==> config.mk <==
export PLATFORM = sky130hd
export DESIGN_NAME = pll_lock_supervisor
export DESIGN_NICKNAME = d
export VERILOG_FILES = /design/src/rtl/pll_lock_supervisor.sv
export SDC_FILE = /design/constraint.sdc
export NUM_CORES = 1
export LEC_CHECK = 0
export ABC_AREA = 1
export ABC_CLOCK_PERIOD_IN_PS = 1850
export CORE_ASPECT_RATIO = 0.8
export CORE_MARGIN = 1
export CORE_UTILIZATION = 35
export DETAILED_ROUTE_END_ITERATION = 10
export GPL_TIMING_DRIVEN = 0
export SLEW_MARGIN = 20
export SYNTH_ARGS = -nofsm -noshare
export SYNTH_HDL_FRONTEND = slang
export SYNTH_SLANG_ARGS = --single-unit
export TNS_END_PERCENT = 100
==> constraint.sdc <==
create_clock -name clock -period 1.85 [get_ports clock]
set_input_delay 0.555 -clock clock [delete_from_list [all_inputs] [get_ports clock]]
set_output_delay 0.555 -clock clock [all_outputs]
set_load 0.005 [all_outputs]
==> src/rtl/pll_lock_supervisor.sv <==
// PLL lock supervisor: synchronizes the raw lock flag, sequences a clean release of sys_reset_n
// and keeps loss status. Define PLL_LOCK_SUPERVISOR_TIMEOUT_EN to build the lock-timeout monitor.
module pll_lock_supervisor #(
  parameter int SYNC_STAGES    = 2,
  parameter int STABLE_CYCLES  = 1024,
  parameter int HOLD_CYCLES    = 16,
  parameter int TIMEOUT_CYCLES = 40000,
  parameter int COUNT_WIDTH    = 8
) (
  input  logic                   clock,
  input  logic                   reset_n,
  input  logic                   locked,
  input  logic                   clear_status,
  output logic                   sys_reset_n,
  output logic                   ready,
  output logic                   lost,
  output logic [COUNT_WIDTH-1:0] loss_count,
  output logic                   timeout
);

  localparam logic [2:0] WAIT_LOCK = 3'd0;
  localparam logic [2:0] STABLE    = 3'd1;
  localparam logic [2:0] HOLD      = 3'd2;
  localparam logic [2:0] RUN       = 3'd3;
  localparam logic [2:0] LOST      = 3'd4;

  localparam int CNT_MAX = (STABLE_CYCLES > HOLD_CYCLES) ? STABLE_CYCLES : HOLD_CYCLES;
  localparam int CNT_W   = $clog2(CNT_MAX + 1);
  localparam logic [CNT_W-1:0] STABLE_TERM = CNT_W'(STABLE_CYCLES);
  localparam logic [CNT_W-1:0] HOLD_LAST   = CNT_W'(HOLD_CYCLES - 1);

  logic [SYNC_STAGES-1:0] sync;
  logic                   locked_s;
  logic [2:0]             state;
  logic [2:0]             next_state;
  logic [CNT_W-1:0]       cnt;
  logic [CNT_W-1:0]       cnt_next;

  always_ff @(posedge clock or negedge reset_n) begin
    if (!reset_n) begin
      sync <= '0;
    end else begin
      sync <= {sync[SYNC_STAGES-2:0], locked};
    end
  end

  assign locked_s = sync[SYNC_STAGES-1];

  // Any drop of locked_s before RUN restarts qualification; STABLE exits one cycle
  // after its count reaches the terminal value, HOLD exits as its count reaches it.
  always_comb begin
    next_state = state;
    cnt_next   = cnt;
    case (state)
      WAIT_LOCK: begin
        cnt_next = '0;
        if (locked_s) begin
          next_state = STABLE;
          cnt_next   = CNT_W'(1);
        end
      end
      STABLE: begin
        if (!locked_s) begin
          next_state = WAIT_LOCK;
          cnt_next   = '0;
        end else if (cnt == STABLE_TERM) begin
          next_state = HOLD;
          cnt_next   = '0;
        end else begin
          cnt_next = cnt + CNT_W'(1);
        end
      end
      HOLD: begin
        if (!locked_s) begin
          next_state = WAIT_LOCK;
          cnt_next   = '0;
        end else if (cnt == HOLD_LAST) begin
          next_state = RUN;
          cnt_next   = '0;
        end else begin
          cnt_next = cnt + CNT_W'(1);
        end
      end
      RUN: begin
        cnt_next = '0;
        if (!locked_s) begin
          next_state = LOST;
        end
      end
      LOST: begin
        next_state = WAIT_LOCK;
        cnt_next   = '0;
      end
      default: begin
        next_state = WAIT_LOCK;
        cnt_next   = '0;
      end
    endcase
  end

  // Outputs are registered from the next state so they track RUN without an extra cycle of lag.
  always_ff @(posedge clock or negedge reset_n) begin
    if (!reset_n) begin
      state       <= WAIT_LOCK;
      cnt         <= '0;
      sys_reset_n <= 1'b0;
      ready       <= 1'b0;
    end else begin
      state       <= next_state;
      cnt         <= cnt_next;
      sys_reset_n <= (next_state == RUN);
      ready       <= (next_state == RUN);
    end
  end

  // A clear in the same cycle as a loss is applied first, so that loss is still recorded.
  always_ff @(posedge clock or negedge reset_n) begin
    if (!reset_n) begin
      lost       <= 1'b0;
      loss_count <= '0;
    end else begin
      if (clear_status) begin
        lost       <= 1'b0;
        loss_count <= '0;
      end
      if (state == LOST) begin
        lost <= 1'b1;
        if (clear_status) begin
          loss_count <= COUNT_WIDTH'(1);
        end else if (loss_count != '1) begin
          loss_count <= loss_count + COUNT_WIDTH'(1);
        end
      end
    end
  end

`ifdef PLL_LOCK_SUPERVISOR_TIMEOUT_EN
  localparam int TMO_W = $clog2(TIMEOUT_CYCLES + 1);
  localparam logic [TMO_W-1:0] TMO_LAST = TMO_W'(TIMEOUT_CYCLES - 1);
  localparam logic [TMO_W-1:0] TMO_TERM = TMO_W'(TIMEOUT_CYCLES);

  logic [TMO_W-1:0] tmo_cnt;
  logic             tmo_counting;

  assign tmo_counting = (state == WAIT_LOCK) || (state == STABLE) || (state == HOLD);

  // The timer spans the whole acquisition attempt, so glitches back to WAIT_LOCK do not restart it.
  always_ff @(posedge clock or negedge reset_n) begin
    if (!reset_n) begin
      tmo_cnt <= '0;
      timeout <= 1'b0;
    end else begin
      if (state == LOST || next_state == RUN) begin
        tmo_cnt <= '0;
      end else if (tmo_counting && tmo_cnt != TMO_TERM) begin
        tmo_cnt <= tmo_cnt + TMO_W'(1);
      end
      if (clear_status) begin
        timeout <= 1'b0;
      end
      if (tmo_counting && tmo_cnt == TMO_LAST) begin
        timeout <= 1'b1;
      end
    end
  end
`else
  // Constant 0; the comparison only keeps TIMEOUT_CYCLES referenced in this build.
  assign timeout = (TIMEOUT_CYCLES < 0);
`endif

endmodule

==> out/metrics.yaml <==
timing:
  worst_pin_slew_ns: 0.581
  final.setup.tns_ns: 0
  timing.final.crit_share: 0.963
  worst_slack_ns: 0.0691
  drv_slew: 0
  max-slew-margin-rel: 0.613
  finalHoldViolations: 0
  rsz0062_at_grt: "no"
  skew_ns: 0.00587
  finalSetupViolCount: 0
  layout_min_cycle_time_ns: 1.78
  timing.fmax_mhz: 562
  hold_ws_ns: 0.279
worst_setup_path:
  cp.depth: 1
  path_max_fanout: 5
  critPathTopFamily: "buffers and inverters"
  cpMaxStageDelayCell: "clkdlybuf4s50_1"
  cp.required_ns: 1.29
  crit_chain: "clkdlybuf4s50_1"
  worstSetupPathType: "reg -> out"
  worstPathBufferInverterCount: 1
  worst_ep_arrival_time_ns: 1.23
  critPathLaunchType: "flip-flop"
  r2r_cells: 8
  endpoint_kind: "primary output"
  worst_path_largest_cell_delay_ns: 0.53
logic_synthesis:
  yosysTopAreaCell: "dfrtp_1"
  synth_edf_count: 0
  yosys-top-cells-count: "nand2_1, nor2_1, dfrtp_1"
  synth_most_common_cell: "nand2_1"
  async_flop_share: 1.00
  synthCells: 189
  synth_area_um2: 1460
  synth_ff_type: "dfrtp_1"
  post_synth_num_cell_types: 26
  synth_top_area_frac: 0.447
  yosysSeqAreaShare: 0.447
  yosysWarnings: 0
  synth_nets: 196
  post_synth_main_area_contributors: "dfrtp_1, nand2_1, nor2_1"
  synth.avg_cell_area_um2: 7.70
  synth_seq_cells: 26
grt:
  grt_pass1_vias: 1032
  gr-usage-met2: 0.184
  grt_overflow: 0
  grt_pass1_wl_um: 4800
  grt.total_usage: 0.143
  met1_usage: 0.230
  use_met3: 0.0354
  top_usage_layer: "met1"
  antenna_found_initial: 0
  grt_max_degree: 27
final_layout:
  fill_cells: 425
  fin_area_um2: 1700
  seqCellArea_um2: 652
  nets: 215
  n_antenna_cell: 0
  final_cells: 261
  drive_above_1_share: 0.0971
  multiInputGateArea_um2: 702
  areaGrowthSynthToFinish_pct: 16.9
pwr:
  p_sw_frac: 0.243
  pwr-share-comb: 0.092
  p_seq_frac: 0.598
  p_leak_nw: 0.775
  clock_power_share: 0.310
  p_sw_mw: 0.243
  internal_power_mw: 0.757
  p_per_area_nw_per_um2: 587
  irDropWorstVdd_v: 0.000244
place:
  placed_cells: 258
  place_area_um2: 1660
  place_ws_ns: 0.141
  io_buffers: 14
  hpwl_um: 1980
  place_congestion: 0.768
clock_network:
  tritoncts: "yes"
  clkTransAtPathRegs_ns: 0.08
  htreeDepth: 1
  clk-insertion-delay-late_ns: 0.27
  post_cts_buffers: 0
  cts_resized: 0
  root_buffer: "clkbuf_8"
  cts_hold_buf: 0
  cts.sinks: 26
  cts_buffers: 3
  cts_buffer_depth: 2
drt:
  drt-pass1-iter-count: 4
  wl_per_cell_um: 10.1
  viasPerCell: 4.52
  via_count: 1181
  drt_wl_total_um: 2630
  ant_nets: 0
  drtIter0Drc: 116
  drc: 0
floorplanning:
  fp.dieW_um: 74.1
  num_io_pins: 16
  die-area_um2: 4420
  core.rowCount: 20
  die_h_um: 59.7
  start_util: 0.375
  coreArea_um2: 3880
status:
  status: "completed"
job:
  maxCapViolCount: 0
min_path:
  worstHoldPathType: "in -> async"
## state kept, by name, indices dropped and copies added, names as in the netlist
register	flops
lost	1
cnt	11
sync	2
ready	1
loss_count	8
state	3
## power groups by stage
stage | Combinational [mW] | Sequential, mW | Clock, mW
after detailed placement | 0.0934 | 0.610 | 0
after global routing | 0.107 | 0.602 | 0.353
after CTS | 0.0939 | 0.598 | 0.325
after global placement | 0.0950 | 0.610 | 0
after floorplan | 0.0631 | 0.605 | 0
final | 0.0920 | 0.598 | 0.309
## final cells by class
cell class,instances,share of cell area
repair buffers,14,0.0794
multi-input cells,138,0.413
well taps,55,0.0404
plain buffers,2,0.00882
clock buffers,3,0.0243
flip-flops and latches,26,0.383
inverters,23,0.0515
## routing by layer
metal,vias up,share of wire
met1,516,0.57
met3,5,0.043
li1,637,-
met2,23,0.37
met5,-,0
met4,0,0.012
## logic make-up (layout without fill, tap and decap cells)
group | Yosys count | count (layout) | synth area share
compound gates | 8 | 8 | 0.0335
other cells | 1 | 1 | 0.00258
simple gates | 120 | 120 | 0.384
xor+xnor | 6 | 6 | 0.0361
fa+ha+maj | 3 | 3 | 0.0258
flops | 26 | 26 | 0.447
buf+inv | 25 | 42 | 0.0705
## cells in the final DEF, fill, tap and decap left out, types with 3 or more instances in the layout
cell	netlist	routed
nand3_1	18	18
nor3_1	5	5
ha_1	3	3
xor2_1	5	5
nor2_2	3	3
a21oi_1	3	3
inv_1	21	21
nand2_1	43	43
clkbuf_8	0	3
clkdlybuf4s50_1	0	13
dfrtp_1	26	25
nand4_1	7	7
nor2_1	37	37
## final timing paths
kind	from	end	slack (ns)
hold reg to reg	sync[0]$_DFF_PN0_	sync[1]$_DFF_PN0_	0.37
min in group clock	sync[0]$_DFF_PN0_	sync[1]$_DFF_PN0_	0.37
max in group asynchronous	reset_n	loss_count[3]$_DFF_PN0_	1.16
setup reg to reg	cnt[0]$_DFF_PN0_	cnt[4]$_DFF_PN0_	0.27
setup / recovery	loss_count[4]$_DFF_PN0_	loss_count[4]	0.07
hold / removal	reset_n	cnt[8]$_DFF_PN0_	0.28
## metrics by stage
step	utilization	power, mW
after CTS	0.438	1.02
after global routing	0.439	1.06
after floorplan	-	0.668
final	0.439	0.999
after global placement	0.429	0.705
after detailed placement	0.428	0.703
(Power assumes the default switching activity.)
